File: config.mk
export PLATFORM = sky130hd
export DESIGN_NAME = seg_execute_muldiv
export DESIGN_NICKNAME = d
export VERILOG_FILES = /design/src/rtl/seg_execute_muldiv_pkg.sv /design/src/rtl/seg_execute_muldiv_step.sv /design/src/rtl/seg_execute_muldiv.sv
export SDC_FILE = /design/constraint.sdc
export NUM_CORES = 1
export LEC_CHECK = 0
export BUFFER_PORTS_ARGS = -buffer_cell sky130_fd_sc_hd__buf_2
export CAP_MARGIN = 20
export CELL_PAD_IN_SITES_DETAIL_PLACEMENT = 0
export CELL_PAD_IN_SITES_GLOBAL_PLACEMENT = 1
export CORE_ASPECT_RATIO = 1.1
export CORE_MARGIN = 3
export CORE_UTILIZATION = 46
export DETAILED_ROUTE_END_ITERATION = 10
export PLACE_DENSITY_LB_ADDON = 0.1
export SYNTH_ARGS = -nofsm -noshare
export SYNTH_HDL_FRONTEND = slang
export SYNTH_SLANG_ARGS = --single-unit
export TNS_END_PERCENT = 30
File: constraint.sdc
create_clock -name i_clk -period 8.7 [get_ports i_clk]
set_input_delay 1.74 -clock i_clk [delete_from_list [all_inputs] [get_ports i_clk]]
set_output_delay 1.74 -clock i_clk [all_outputs]
set_load 0.005 [all_outputs]
File: src/rtl/seg_execute_muldiv_pkg.sv
// -----------------------------------------------------------------------------
// seg_execute_muldiv_pkg
// Shared definitions for the EX-stage multiply/divide unit: operation codes,
// FSM state encoding and small op-decode helpers. Also imported by the hazard
// unit so both sides agree on what "busy" states mean.
// -----------------------------------------------------------------------------
package seg_execute_muldiv_pkg;

   localparam logic [1:0] OP_MULT  = 2'b00;
   localparam logic [1:0] OP_MULTU = 2'b01;
   localparam logic [1:0] OP_DIV   = 2'b10;
   localparam logic [1:0] OP_DIVU  = 2'b11;

   typedef enum logic [1:0] {
      ST_IDLE = 2'b00,
      ST_CALC = 2'b01,
      ST_FIX  = 2'b10,
      ST_DONE = 2'b11
   } state_t;

   // Bit 1 of the op code selects divide, bit 0 selects the unsigned variant.
   function automatic logic op_is_div(input logic [1:0] op);
      return op[1];
   endfunction

   function automatic logic op_is_signed(input logic [1:0] op);
      return ~op[0];
   endfunction

endpackage

File: src/rtl/seg_execute_muldiv_step.sv
// -----------------------------------------------------------------------------
// seg_execute_muldiv_step
// One iteration of the iterative multiply/divide datapath (purely combinational).
//   acc      : {hi, lo} accumulator. Multiply: {partial product, multiplier}.
//              Divide: {remainder, quotient}.
//   operand  : multiplicand (multiply) or divisor (divide), unsigned magnitude
//   mode     : 0 = shift-add multiply step, 1 = restoring divide step
//   acc_next : accumulator after this iteration
// -----------------------------------------------------------------------------
module seg_execute_muldiv_step #(
   parameter int LEN = 32
) (
   input  logic [2*LEN-1:0] acc,
   input  logic [LEN-1:0]   operand,
   input  logic             mode,
   output logic [2*LEN-1:0] acc_next
);

   logic [LEN:0] sum;     // upper half plus multiplicand, keeps the carry-out
   logic [LEN:0] rem_sh;  // remainder after the left shift (can exceed LEN bits)
   logic [LEN:0] trial;   // rem_sh - divisor; MSB set means it went negative

   always_comb begin
      // NOTE: every combinational output gets a default first so no path can
      // leave it unassigned and infer a latch.
      acc_next = '0;
      sum      = {1'b0, acc[2*LEN-1:LEN]};
      if (acc[0]) begin
         sum = sum + {1'b0, operand};
      end
      rem_sh = acc[2*LEN-1:LEN-1];
      trial  = rem_sh - {1'b0, operand};

      if (!mode) begin
         // {carry, sum, multiplier} shifted right by one.
         acc_next = {sum, acc[LEN-1:1]};
      end else if (!trial[LEN]) begin
         acc_next = {trial[LEN-1:0], acc[LEN-2:0], 1'b1};
      end else begin
         // Restore: when the subtraction fails rem_sh < divisor, so it fits LEN bits.
         acc_next = {rem_sh[LEN-1:0], acc[LEN-2:0], 1'b0};
      end
   end

endmodule

File: src/rtl/seg_execute_muldiv.sv
// -----------------------------------------------------------------------------
// seg_execute_muldiv
// Iterative MULT/MULTU/DIV/DIVU unit for the EX stage. Runs LEN shift/add or
// shift/subtract iterations on unsigned magnitudes, then applies sign fix-up
// and writes the HI/LO pair.
//   i_clk, i_reset  : clock, asynchronous active-high reset
//   i_start, i_op   : launch request (honoured only in IDLE) and op select
//   i_data_a/b      : rs / rt operands
//   i_flush         : abort whatever is in flight, HI/LO untouched
//   o_busy          : high while not IDLE (pipeline stall request)
//   o_done          : one-cycle pulse when HI/LO have just been written
//   o_hi, o_lo      : result registers
//   o_div_by_zero   : pulses with o_done for a divide with b == 0
// -----------------------------------------------------------------------------
module seg_execute_muldiv
   import seg_execute_muldiv_pkg::*;
#(
   parameter int LEN    = 32,
   parameter int NB_OP  = 2,
   parameter int NB_CNT = 6
) (
   input  logic             i_clk,
   input  logic             i_reset,
   input  logic             i_start,
   input  logic [NB_OP-1:0] i_op,
   input  logic [LEN-1:0]   i_data_a,
   input  logic [LEN-1:0]   i_data_b,
   input  logic             i_flush,
   output logic             o_busy,
   output logic             o_done,
   output logic [LEN-1:0]   o_hi,
   output logic [LEN-1:0]   o_lo,
   output logic             o_div_by_zero
);

   state_t             state, next_state;
   logic [NB_CNT-1:0]  cnt;
   logic [NB_OP-1:0]   op_q;
   logic [2*LEN-1:0]   acc, acc_next;
   logic [LEN-1:0]     operand;
   logic [LEN-1:0]     a_raw;       // kept for the divide-by-zero HI value
   logic               sign_a, sign_b, dbz_q;
   logic               load, step_en, commit;
   logic               in_signed, in_div;
   logic [LEN-1:0]     a_mag, b_mag;
   logic [2*LEN-1:0]   prod_fix;
   logic [LEN-1:0]     res_hi, res_lo;

   assign in_signed = op_is_signed(i_op);
   assign in_div    = op_is_div(i_op);
   assign a_mag     = (in_signed && i_data_a[LEN-1]) ? -i_data_a : i_data_a;
   assign b_mag     = (in_signed && i_data_b[LEN-1]) ? -i_data_b : i_data_b;
   assign o_busy    = (state != ST_IDLE);

   seg_execute_muldiv_step #(.LEN(LEN)) u_step (
      .acc      (acc),
      .operand  (operand),
      .mode     (op_is_div(op_q)),
      .acc_next (acc_next)
   );

   // State register
   always_ff @(posedge i_clk or posedge i_reset) begin
      if (i_reset) begin
         state <= ST_IDLE;
      end else begin
         // NOTE: sequential state uses non-blocking assignment so every flop
         // samples pre-edge values regardless of statement order.
         state <= next_state;
      end
   end

   // Next-state and datapath control
   always_comb begin
      next_state = state;
      load       = 1'b0;
      step_en    = 1'b0;
      commit     = 1'b0;
      case (state)
         ST_IDLE: begin
            if (i_start) begin
               next_state = ST_CALC;
               load       = 1'b1;
            end
         end
         ST_CALC: begin
            step_en = 1'b1;
            if (cnt == NB_CNT'(LEN - 1)) begin
               next_state = ST_FIX;
            end
         end
         ST_FIX: begin
            next_state = ST_DONE;
            commit     = 1'b1;
         end
         ST_DONE: next_state = ST_IDLE;
         default: next_state = ST_IDLE;
      endcase
      // Flush overrides everything, including a start in IDLE.
      if (i_flush) begin
         next_state = ST_IDLE;
         load       = 1'b0;
         step_en    = 1'b0;
         commit     = 1'b0;
      end
   end

   // Sign correction of the raw unsigned result
   always_comb begin
      prod_fix = (sign_a ^ sign_b) ? -acc : acc;
      res_hi   = prod_fix[2*LEN-1:LEN];
      res_lo   = prod_fix[LEN-1:0];
      if (dbz_q) begin
         res_hi = a_raw;
         res_lo = '1;
      end else if (op_is_div(op_q)) begin
         res_lo = (sign_a ^ sign_b) ? -acc[LEN-1:0] : acc[LEN-1:0];
         res_hi = sign_a ? -acc[2*LEN-1:LEN] : acc[2*LEN-1:LEN];
      end
   end

   // Datapath and result registers
   always_ff @(posedge i_clk or posedge i_reset) begin
      if (i_reset) begin
         // NOTE: every register here is a plain flop (no memory arrays), so all
         // of them are cleared and a reset mid-operation leaves nothing stale.
         cnt           <= '0;
         op_q          <= '0;
         acc           <= '0;
         operand       <= '0;
         a_raw         <= '0;
         sign_a        <= 1'b0;
         sign_b        <= 1'b0;
         dbz_q         <= 1'b0;
         o_hi          <= '0;
         o_lo          <= '0;
         o_done        <= 1'b0;
         o_div_by_zero <= 1'b0;
      end else begin
         o_done        <= commit;
         o_div_by_zero <= commit & dbz_q;
         if (load) begin
            op_q   <= i_op;
            a_raw  <= i_data_a;
            sign_a <= in_signed & i_data_a[LEN-1];
            sign_b <= in_signed & i_data_b[LEN-1];
            dbz_q  <= in_div & (i_data_b == '0);
            cnt    <= '0;
            if (in_div) begin
               acc     <= {{LEN{1'b0}}, a_mag};
               operand <= b_mag;
            end else begin
               acc     <= {{LEN{1'b0}}, b_mag};
               operand <= a_mag;
            end
         end else if (step_en) begin
            acc <= acc_next;
            cnt <= cnt + 1'b1;
         end
         if (commit) begin
            o_hi <= res_hi;
            o_lo <= res_lo;
         end
      end
   end

endmodule

* Word level (Yosys, flattened, before mapping) *
Index checks and enable logic that the tools add are counted.

cells by class
  $add $sub $neg = 8
  eq/ne operators = 6
  muxes and demuxes = 29
  bitwise operators = 6
  reduce and logical (&&, ||, !) cells = 7

operators by type and width
  operator                                              count
  2-to-1 mux 32 bit                                     10
  2-to-1 mux 64 bit                                     5
  negator 32 bit                                        4
  negator 64 bit                                        1
  adder 32 x 32 -> 33 bit                               1
  2-to-1 mux 33 bit                                     1
  subtractor 33 x 32 -> 33 bit                          1
  logical NOT 32 bit                                    1
  2-to-1 mux 6 bit                                      2
  one-hot mux 2 bit (4 select lines)                    1
  2-to-1 mux 1 bit                                      7
  adder 6 x 1 -> 6 bit (second input constant)          1
  equality test 6 x 5 -> 1 bit (second input constant)  1
  2-to-1 mux 2 bit                                      3
  != test 3 bit (second input constant)                 2
  bitwise AND 1 bit                                     4
  equality test 2 bit (second input constant)           2
  nonzero test 2 bit                                    2
  equality test 2 x 1 -> 1 bit (second input constant)  1
  logical AND 1 bit                                     2
  logical NOT 2 bit                                     1
  AND reduction 2 bit                                   1
  NOT 1 bit                                             1
  bitwise XOR 1 bit                                     1

word-level totals
  register bits = 207
  output and inout bits = 67
  logic and storage cells = 69

* Logic depth before layout (Yosys ltp) *
Gate-level depths: netlist (run 1).

  depth in word-level cells = 5
  depth in mapped cells = 14
  gate-level depth less buffers = 13

* Modules after synthesis *
Synthesis (run 1) repeated with hierarchy kept, for this count alone.

unflattened totals
  cells, all modules = 2153
  area, all modules = 16888.7 um^2

by module, submodules not included
  module                   times used  cells each  area an instance (um^2)  seq. area each (um^2)
  seg_execute_muldiv       1           1461        12041.5                  5154.9
  seg_execute_muldiv_step  1           692         4847.1                   0.0

* Worst setup path before layout (run 1) *
Ideal clock, no wire load.

  kind = input port to flip-flop
  start point = input port i_data_a[0]
  end point = register acc[29]
  library setup time = 140 ps
  arrival time = 3504 ps
  data required time = 8560 ps
  setup slack = 5056 ps
  stages on the path = 9
  buffers on the path = 0
  path through = nor3_1 nand2_1 or3_1 nor3_1 and3_1 and3b_1 nor2_1 xnor2_1 o221ai_1

between the ends
  word-level cells in the longest chain between the ends = 4

ends and longest elaborated chain
  element               RTL line                   source
  from (decl)           seg_execute_muldiv.sv:26   input logic [LEN-1:0] i_data_a,
  negator 32 bit        seg_execute_muldiv.sv:51   assign a_mag = (in_signed && i_data_a[LEN-1]) ? -i_data_a : i_data_a;
  2-to-1 mux 32 bit     seg_execute_muldiv.sv:51
  2-to-1 mux 32 bit     seg_execute_muldiv.sv:149  if (in_div) begin
  2-to-1 mux 64 bit     seg_execute_muldiv.sv:142  if (load) begin
  to (signal assigned)  seg_execute_muldiv.sv:150  acc <= {{LEN{1'b0}}, a_mag};
  to (signal assigned)  seg_execute_muldiv.sv:153  acc <= {{LEN{1'b0}}, b_mag};
  to (signal assigned)  seg_execute_muldiv.sv:157  acc <= acc_next;
  to (decl)             seg_execute_muldiv.sv:39   logic [2*LEN-1:0] acc, acc_next;

Every way passes these cells.
A chain may end at the register's enable or synchronous reset.

* Worst setup path after layout (run 1) *
  start point = register acc[31]
  end point = register acc[62]

between the ends
  word-level cells in the longest chain between the ends = 5

ends and longest elaborated chain
  element                       RTL line                       source
  subtractor 33 x 32 -> 33 bit  seg_execute_muldiv_step.sv:32  trial = rem_sh - {1'b0, operand};
  2-to-1 mux 64 bit             seg_execute_muldiv_step.sv:37  end else if (!trial[LEN]) begin
  2-to-1 mux 64 bit             seg_execute_muldiv_step.sv:34  if (!mode) begin
  2-to-1 mux 64 bit             seg_execute_muldiv.sv:156      end else if (step_en) begin
  2-to-1 mux 64 bit             seg_execute_muldiv.sv:142

Every way passes these cells. The select of a mux whose other input is x is not followed.

==> results of run 1 <==
## state kept, by name (all words and copies together) (netlist names)
name,count
cnt,6
op_q,1
o_lo,32
o_done,1
sign_b,1
o_hi,32
o_div_by_zero,1
a_raw,32
state,2
dbz_q,1
operand,32
sign_a,1
acc,64
## area by class of cell
type                    count  area (sq um)
inverters                  72           278
clock inverters            14           141
fillers                  3484         16500
repair buffers            161           876
multi-input cells        1716         10500
diodes                      2          5.00
flip-flops and latches    206          5160
well taps                 474           593
clock buffers              31           698
## stage by stage
stage	utilization, %	cells
2_1_floorplan	-	2134
3_3_place_gp	50.0	2626
3_5_place_dp	50.0	2629
4_1_cts	52.5	2674
5_1_grt	52.5	2675
6_report	52.5	2676
## synthesized netlist by cell type (4+ instances only)
master       n
nand2_1    307
a21oi_1    243
dfrtp_1    206
o21ai_0    200
nor2_1     190
clkbuf_1   111
xnor2_1     99
xor2_1      73
ha_1        72
inv_1       72
o211ai_1    59
nor3_1      54
mux2i_1     51
and3_1      31
nand2b_1    25
nand3_1     25
a31oi_1     23
buf_1       21
a21o_1      19
nand4_1     19
o21a_1      18
a211oi_1    17
o31ai_1     15
nor2b_1     14
nor4_1      13
o21bai_1    12
o221ai_1    12
or3_1       12
a221oi_1     9
and2_1       8
buf_2        6
a22o_1       5
o21ai_1      5
or4_1        5
a2111oi_0    4
a22oi_1      4
mux2_2       4
nand3b_1     4
nand4b_1     4
## critical path, cell delays in order (launching register included)
cell      delay (ns)
dfrtp_1         0.42
inv_1           0.15
ha_1            0.27
fa_1            0.39
nand2b_1        0.20
a21oi_1         0.32
o41ai_4         0.16
o21ai_0         0.41
a31oi_1         0.34
xnor2_2         0.53
buf_4           0.37
o21ai_0         0.11
a31oi_1         0.31
nor3_1          0.09
a311o_1         0.33
## logic make-up after synthesis
family,Yosys count,share of synthesized area (%)
adders and majority gates,74,5.73
buffers and inverters,212,4.95
muxes,55,3.39
AOI/OAI and AO/OA,683,24.9
and+or+nand+nor,731,20.3
xor gates and xnor gates,173,9.28
DFF,206,31.4
## final timing paths
check | startpoint | end | slack [ns] | cells after the start
max reg2reg | acc[31] | acc[62] | 4.18 | 14
min reg2reg | o_lo[28] | o_lo[28] | 0.47 | 2
max | acc[31] | acc[62] | 4.18 | 14
min | o_lo[28] | o_lo[28] | 0.47 | 2
max in group asynchronous | i_reset | op_q[1] | 5.97 | 3
min in group asynchronous | i_reset | o_hi[21] | 1.21 | 2
## power by group through the flow
stage                     Combinational [mW]  Clock [mW]  Sequential (mW)
after global placement                  4.84           0             2.06
after global routing                    5.46        1.14             2.13
after detailed placement                4.90           0             2.07
after CTS                               4.92        1.10             2.06
final                                   4.95        1.09             2.08
after floorplan                         3.66           0             1.71
## per-layer routing
layer	part of all wire, %	track usage [%]
met3	7.3	3.86
met4	3.6	11.0
met5	0	0
met2	47	53.0
met1	42	44.6
## cells in the final DEF, fill, tap and decap left out, types with 59 or more instances in the layout
cell / netlist / final
dfrtp_1: 206 / 204
inv_1: 72 / 70
buf_2: 6 / 136
nor2_1: 190 / 190
o211ai_1: 59 / 59
o21ai_0: 200 / 200
xor2_1: 73 / 73
xnor2_1: 99 / 97
nand2_1: 307 / 307
ha_1: 72 / 72
a21oi_1: 243 / 243
==> flow_metrics.py, run 1 <==
metrics = {
    "sta": {
        "finalWorstPathRequiredPeriod_ns": 4.52,
        "max_freq_mhz": 221,
        "clock_skew_ns": 0.0161,
        "setup_ws_ns": 4.18,
        "slew_violations": 0,
        "grt_setup_unrepaired": "no",
        "slew_headroom_pct": 32.7,
        "fin_setup_tns_ns": 0,
        "post-route-period-util_pct": 52.0,
        "worst_pin_slew_ns": 1.01,
        "holdWs_ns": 0.469,
        "setup_viol": 0,
        "hold_violations": 0,
    },
    "drt": {
        "ant_nets": 0,
        "drt-wirelength-per-cell_microns": 23.5,
        "first_pass_iters": 5,
        "drt-total-wl_microns": 62800,
        "drtIter0Drc": 1546,
        "drc_errors": 0,
        "vias_per_cell": 6.11,
        "num_vias": 16400,
    },
    "clocking": {
        "cts.sinks": 206,
        "cts_tree": "yes",
        "postCtsHoldBufs": 0,
        "ctsResizeCount": 0,
        "clock_latency_ns": 0.56,
        "cts-htree-levels": 1,
        "numCtsBuffers": 25,
        "clkSlewWorstSetupHoldPaths_ns": 0.07,
        "clock_path_buffers": 3,
        "root_buffer": "clkbuf_16",
        "cts_setup_buffers": 0,
    },
    "floorplan": {
        "die_height_microns": 204,
        "die_w_microns": 186,
        "io_pins": 137,
        "die-area_sq_um": 38000,
        "core.rowCount": 71,
        "design.core.area_sq_um": 34700,
        "start_util_pct": 47.2,
    },
    "placement": {
        "pre_cts_ws_ns": 4.26,
        "place.gp.congestion": 0.969,
        "dpl.hpwl_microns": 47200,
        "place_area_sq_um": 17400,
        "port-buffer-count": 136,
    },
    "logic_synthesis": {
        "ys.flop_type": "dfrtp_1",
        "synth.top_cell.area_share_pct": 31.4,
        "ys_ff_latch": 206,
        "synthCells": 2134,
        "synth_warnings": 0,
        "synth.area.top_cells": "dfrtp_1 31%, a21oi_1 7.4%, nand2_1 7.0%",
        "ys_types": 82,
        "synth_edf_count": 0,
        "ys_seq_area_share_pct": 31.4,
        "synth_area_sq_um": 16400,
        "yosysTopAreaCell": "dfrtp_1",
        "syn-num-nets": 2278,
        "synth.avg_cell_area_sq_um": 7.69,
        "async_flop_share_pct": 100,
    },
    "final_layout": {
        "fin_area_sq_um": 18200,
        "drive_gt1_share_pct": 10.9,
        "final_net_count": 2326,
        "syn2layout_area_growth_pct": 11.1,
    },
    "grt": {
        "grt_pass1_vias": 15300,
        "grt_usage_pct": 32.4,
        "grt_max_degree": 108,
        "grt_pass1_wl_microns": 94000,
        "antenna_found_initial": 2,
        "gr-total-overflow": 0,
    },
    "pwr": {
        "p_int_mw": 3.96,
        "swShare_pct": 51.2,
        "p_total_mw": 8.11,
        "p_seq_share_pct": 25.6,
        "worst_ir_drop_vdd_mv": 0.202,
        "power.share.clock_pct": 13.4,
        "p_leak_nw": 8.16,
        "pwr-share-comb_pct": 61.0,
        "switchingPower_mw": 4.16,
        "power.density_nw_per_um2": 445,
    },
    "worst_setup_path": {
        "crit_arrival_ns": 4.97,
        "cp-end-kind": "flop",
        "crit_fanout": 15,
        "required_ns": 9.14,
        "critPathKind": "reg2reg",
        "critPathLaunchType": "flop",
    },
    "job": {
        "drv_cap": 0,
    },
    "hold_path": {
        "min-delay-path-class": "reg2reg",
    },
    "run_status": {
        "status": "finished, final reports clean",
    },
}
(Power assumes the default switching activity.)
==> run 2, diff against run 1 <==
--- a/config.mk
+++ b/config.mk
@@ -5,13 +5,14 @@
 export SDC_FILE = /design/constraint.sdc
 export NUM_CORES = 1
 export LEC_CHECK = 0
+export ABC_AREA = 1
 export BUFFER_PORTS_ARGS = -buffer_cell sky130_fd_sc_hd__buf_2
 export CAP_MARGIN = 20
 export CELL_PAD_IN_SITES_DETAIL_PLACEMENT = 0
 export CELL_PAD_IN_SITES_GLOBAL_PLACEMENT = 1
 export CORE_ASPECT_RATIO = 1.1
 export CORE_MARGIN = 3
-export CORE_UTILIZATION = 46
+export CORE_UTILIZATION = 44
 export DETAILED_ROUTE_END_ITERATION = 10
 export PLACE_DENSITY_LB_ADDON = 0.1
 export SYNTH_ARGS = -nofsm -noshare
==> constraint.sdc (replaced) <==
create_clock -name i_clk -period 4.6 [get_ports i_clk]
set_input_delay 0.92 -clock i_clk [delete_from_list [all_inputs] [get_ports i_clk]]
set_output_delay 0.92 -clock i_clk [all_outputs]
set_load 0.005 [all_outputs]
==> flow_metrics.py, run 2 <==
metrics = {
    "logic_synthesis": {
        "synth.avg_cell_area_sq_um": 6.05,
        "ys_seq_area_share_pct": 27.0,
        "ys_types": 53,
        "async_flop_share_pct": 100,
        "synth_area_sq_um": 19100,
        "synth.most_common_cell": "nand2_1",
        "yosysTopAreaCell": "dfrtp_1",
        "syn-num-nets": 3293,
        "synth.area.top_cells": "dfrtp_1 27%, nand2_1 21%, inv_1 10%",
        "synth_common_cells": "1,076 x nand2_1, 511 x inv_1, 276 x nand3_1, 246 x nor2_1, 206 x dfrtp_1",
        "synth_warnings": 0,
        "synth.top_cell.area_share_pct": 27.0,
        "synthCells": 3149,
        "synth_edf_count": 0,
        "ys.flop_type": "dfrtp_1",
        "ys_ff_latch": 206,
    },
    "clocking": {
        "cts_setup_buffers": 0,
        "cts-htree-levels": 1,
        "cts.sinks": 206,
        "postCtsHoldBufs": 0,
        "root_buffer": "clkbuf_16",
        "cts_tree": "yes",
        "clkSlewWorstSetupHoldPaths_ns": 0.06,
        "numCtsBuffers": 26,
        "clock_latency_ns": 0.57,
        "ctsResizeCount": 0,
        "clock_path_buffers": 3,
    },
    "final_layout": {
        "largest_reg_flops": 64,
        "layout_commonest_cell": "nand2_1",
        "drive_gt1_share_pct": 9.30,
        "regMostFlops": "acc",
        "final_net_count": 3385,
        "layout_common_cells": "1,076 x nand2_1, 510 x inv_1, 276 x nand3_1, 242 x nor2_1, 205 x dfrtp_1",
        "seq_area_sq_um": 5160,
        "instances_no_fill": 3826,
        "syn2layout_area_growth_pct": 11.1,
        "antennaDiodeCount": 0,
        "num-fill-cells": 4591,
        "multi_input_area_sq_um": 11500,
    },
    "sta": {
        "max_freq_mhz": 313,
        "worst_pin_slew_ns": 1.01,
        "hold_violations": 0,
        "clock_skew_ns": 0.0315,
        "finalWorstPathRequiredPeriod_ns": 3.20,
        "fin_setup_tns_ns": 0,
        "setup_viol": 0,
        "holdWs_ns": 0.336,
        "grt_setup_unrepaired": "no",
        "post-route-period-util_pct": 69.5,
        "slew_headroom_pct": 32.4,
        "slew_violations": 0,
    },
    "placement": {
        "dp.cells": 3778,
        "place.gp.congestion": 0.998,
        "port-buffer-count": 136,
        "dpl.hpwl_microns": 68500,
    },
    "floorplan": {
        "io_pins": 137,
        "die_height_microns": 224,
        "die_w_microns": 204,
        "design.core.area_sq_um": 42600,
        "core.rowCount": 79,
        "die-area_sq_um": 45900,
        "start_util_pct": 44.8,
    },
    "run_status": {
        "status": "finished, final reports clean",
    },
    "drt": {
        "drc_errors": 0,
        "drt-wirelength-per-cell_microns": 22.1,
        "drt-total-wl_microns": 84500,
        "vias_per_cell": 5.53,
        "drtIter0Drc": 1793,
        "num_vias": 21200,
        "ant_nets": 0,
        "first_pass_iters": 8,
    },
    "pwr": {
        "p_leak_nw": 11.4,
        "power.density_nw_per_um2": 798,
        "worst_ir_drop_vdd_mv": 0.336,
        "p_total_mw": 16.9,
    },
    "grt": {
        "gr-total-overflow": 0,
        "grt_usage_pct": 36.1,
        "antenna_found_initial": 1,
        "grt_pass1_vias": 20200,
        "grt_max_degree": 140,
        "grt_pass1_wl_microns": 125000,
    },
    "job": {
        "drv_cap": 0,
    },
    "worst_setup_path": {
        "critPathKind": "reg2reg",
        "crit_arrival_ns": 3.64,
        "critPathLaunchType": "flop",
        "required_ns": 5.05,
        "cp-end-kind": "flop",
        "crit_fanout": 33,
    },
    "hold_path": {
        "min-delay-path-class": "in2async",
    },
}
-- run 2: changes by cell type in the layout (fill, tap and decap cells not counted), sizes merged, moves of 25 or more --
cell,change
nor2,+66
o21ai,-89
nand3,+256
o211ai,-26
xnor2,-83
inv,+452
mux2i,-51
nand2,+813
nand2b,-25
and3,-28
a21oi,-90
-- run 2: worst paths after layout --
kind	startpoint	endpoint	slack, ns	depth (start not counted)
max in group asynchronous	i_reset	acc[11]	3.04	3
min in group i_clk	a_raw[4]	a_raw[4]	0.49	2
setup reg to reg	acc[31]	acc[57]	1.40	17
setup / recovery	acc[31]	acc[57]	1.40	17
hold / removal	i_reset	acc[60]	0.34	2
hold reg to reg	a_raw[4]	a_raw[4]	0.49	2
-- run 2: report_power, final --
part	internal [mW]	total, mW	leakage, nW	switching, mW
combinational	3.40	10.7	8.44	7.26
sequential	2.61	3.99	2.53	1.37
clock	1.35	2.25	0.443	0.899
total	7.36	16.9	11.4	9.53
-- run 2: per-stage QoR --
step / area (sq um) / setup slack [ns] / util, %
2_1_floorplan: 19100 / 1.01 / -
5_1_grt: 21200 / 1.19 / 49.7
3_5_place_dp: 20200 / 1.33 / 47.5
6_report: 21200 / 1.40 / 49.7
4_1_cts: 21100 / 1.48 / 49.6
3_3_place_gp: 20200 / 1.34 / 47.5
-- run 2: final cells by class --
type / instances / share of cell area [%]
clock buffer: 32 / 3.42
tap: 567 / 3.35
sequential: 206 / 24.3
inverter: 524 / 9.31
timing repair buffer: 163 / 4.38
clock inverter: 14 / 0.945
multi-input combinational: 2320 / 54.2
-- run 2: cell families after synthesis --
kind of cell / count (synthesis) / share of synthesized area, %
fa+ha+maj: 74 / 4.93
simple gates: 1760 / 39.0
compound gates: 400 / 12.3
flops: 206 / 27.0
buf+inv: 623 / 12.8
xor+xnor: 86 / 3.95
-- run 2: worst max-delay path, cell delays in order, from the launching register on --
cell	delay (ns)
dfrtp_1	0.56
inv_1	0.23
ha_1	0.33
fa_1	0.46
inv_1	0.11
nand2_1	0.05
nand2_1	0.08
nand3_1	0.08
nand2_2	0.14
nand2_1	0.08
nand2_2	0.10
nand2_4	0.08
nand3_4	0.16
nand2_8	0.23
nand2_1	0.15
nand3_1	0.09
nand2_1	0.10
nand2_1	0.05
-- run 2: metal layers --
layer	share of wire (%)	routed length [microns]	global-route usage [%]	up-vias
met5	0.018	15	0	-
met4	7.6	6390	21.8	2
met3	6.7	5680	4.65	253
met2	48	40200	61.3	903
met1	38	32200	43.6	9875
li1	-	-	-	10100
==> run 3, diff against run 2 <==
==> constraint.sdc (replaced) <==
create_clock -name i_clk -period 3.15 [get_ports i_clk]
set_input_delay 0.63 -clock i_clk [delete_from_list [all_inputs] [get_ports i_clk]]
set_output_delay 0.63 -clock i_clk [all_outputs]
set_load 0.005 [all_outputs]
==> flow_metrics.py, run 3 (same netlist as run 2, synthesis figures left out) <==
metrics = {
    "run_status": {
        "status": "finished, final reports clean",
    },
    "pwr": {
        "pwr-share-comb_pct": 66.4,
        "power.density_nw_per_um2": 1150,
        "swShare_pct": 56.5,
        "p_seq_share_pct": 21.7,
        "worst_ir_drop_vdd_mv": 0.556,
        "power.share.clock_pct": 11.9,
        "switchingPower_mw": 14.0,
        "p_leak_nw": 11.6,
        "p_int_mw": 10.7,
    },
    "worst_setup_path": {
        "cp-end-kind": "flop",
        "critPathLaunchType": "flop",
        "crit_fanout": 33,
        "crit_family": "simple AND/OR/NAND/NOR gates",
        "critPathKind": "reg2reg",
        "cp_common_cell": "nand2_1",
        "r2r_start": "acc[32]",
        "required_ns": 3.59,
        "crit_arrival_ns": 3.37,
        "worst-path-buf-inv": 2,
        "crit_chain": "inv_1 -> fa_1 -> inv_1 -> nand2_1 -> nand2_1 -> nand3_1 -> nand2_2 -> nand2_1 -> nand2_2 -> nand2_4 -> nand3_4 -> nand2_8 -> nand2_1 -> nand3_1 -> nand2_1 -> nand2_1",
        "crit_start": "acc[32]",
        "slowest_delay_ns": 0.60,
        "slowest_stage": "dfrtp_1",
    },
    "final_layout": {
        "final_net_count": 3436,
        "syn2layout_area_growth_pct": 12.8,
        "regMostFlops": "acc",
        "layout_common_cells": "1,076 x nand2_1, 510 x inv_1, 276 x nand3_1, 242 x nor2_1, 205 x dfrtp_1",
        "largest_reg_flops": 64,
        "fin_util_pct": 50.5,
        "layout_commonest_cell": "nand2_1",
        "drive_gt1_share_pct": 10.6,
    },
    "clocking": {
        "clock_latency_ns": 0.56,
        "cts_tree": "yes",
        "numCtsBuffers": 25,
        "root_buffer": "clkbuf_16",
        "clkSlewWorstSetupHoldPaths_ns": 0.06,
        "ctsResizeCount": 0,
        "clock_path_buffers": 3,
        "cts_setup_buffers": 0,
        "cts.sinks": 206,
        "cts-htree-levels": 1,
        "postCtsHoldBufs": 0,
    },
    "floorplan": {
        "die_height_microns": 224,
        "core.rowCount": 79,
        "die_w_microns": 204,
        "start_util_pct": 44.8,
        "die-area_sq_um": 45900,
        "io_pins": 137,
        "design.core.area_sq_um": 42600,
    },
    "grt": {
        "grt_pass1_wl_microns": 127000,
        "gr-total-overflow": 0,
        "grt_usage_pct": 36.7,
        "grt_pass1_vias": 20600,
        "antenna_found_initial": 2,
        "grt_max_degree": 69,
    },
    "drt": {
        "drt-wirelength-per-cell_microns": 22.0,
        "drc_errors": 0,
        "ant_nets": 0,
        "vias_per_cell": 5.52,
        "drtIter0Drc": 1980,
        "num_vias": 21400,
        "first_pass_iters": 6,
        "drt-total-wl_microns": 85400,
    },
    "sta": {
        "post-route-period-util_pct": 92.9,
        "finalWorstPathRequiredPeriod_ns": 2.93,
        "setup_viol": 0,
        "worst_pin_slew_ns": 1.07,
        "holdWs_ns": 0.262,
        "hold_violations": 0,
        "slew_violations": 0,
        "slew_headroom_pct": 28.5,
        "clock_skew_ns": 0.0216,
        "max_freq_mhz": 342,
        "grt_setup_unrepaired": "no",
    },
    "placement": {
        "place.gp.congestion": 1.03,
        "dpl.hpwl_microns": 70400,
        "port-buffer-count": 136,
    },
    "hold_path": {
        "min-delay-path-class": "in2async",
    },
    "job": {
        "drv_cap": 0,
    },
}
run 3: final timing paths:
| path | cells past startpoint | slack (ns) | end |
|---|---|---|---|
| max in group asynchronous | 3 | 2.13 | a_raw[27] |
| hold / removal | 2 | 0.26 | o_lo[26] |
| min in group i_clk | 3 | 0.38 | a_raw[16] |
| hold reg to reg | 2 | 0.49 | a_raw[9] |
| setup reg to reg | 16 | 0.22 | acc[57] |
| setup / recovery | 16 | 0.22 | acc[57] |
run 3: power groups by stage:
stage               Clock (mW)  Combinational [mW]  Sequential [mW]
global placement             0                16.0             5.36
detailed placement           0                16.1             5.36
floorplan                    0                11.2             4.66
finish                    2.94                16.4             5.36
CTS                       2.97                16.2             5.34
global route              3.06                18.2             5.42
run 3: metal layers:
| layer | global-route usage [%] | vias up | share of wire (%) | wire length (microns) |
|---|---|---|---|---|
| met5 | 0 | - | 0 | 0 |
| li1 | - | 10200 | - | - |
| met3 | 5.30 | 286 | 7.6 | 6510 |
| met2 | 59.8 | 1057 | 46 | 39100 |
| met4 | 26.1 | 0 | 8.9 | 7600 |
| met1 | 44.7 | 9836 | 38 | 32200 |
run 3: layout make-up:
class	instances	area, sq um
Antenna cell	2	5.00
Clock buffer	36	717
Clock inverter	9	93.8
Fill cell	4571	21100
Inverter	524	1970
Multi-Input combinational cell	2320	11500
Sequential cell	206	5160
Tap cell	567	709
Timing Repair Buffer	215	1370
run 3: per-stage QoR:
step	TNS (ns)	total power [mW]	instance area, sq um	setup slack (ns)	cells
3_3_place_gp	0	21.4	20700	0.285	3832
4_1_cts	0	24.5	21500	0.262	3877
3_5_place_dp	0	21.5	20700	0.270	3832
5_1_grt	0	26.7	21500	0.0613	3877
2_1_floorplan	-31.37	15.8	19100	-0.152	3149
6_report	0	24.7	21500	0.223	3879
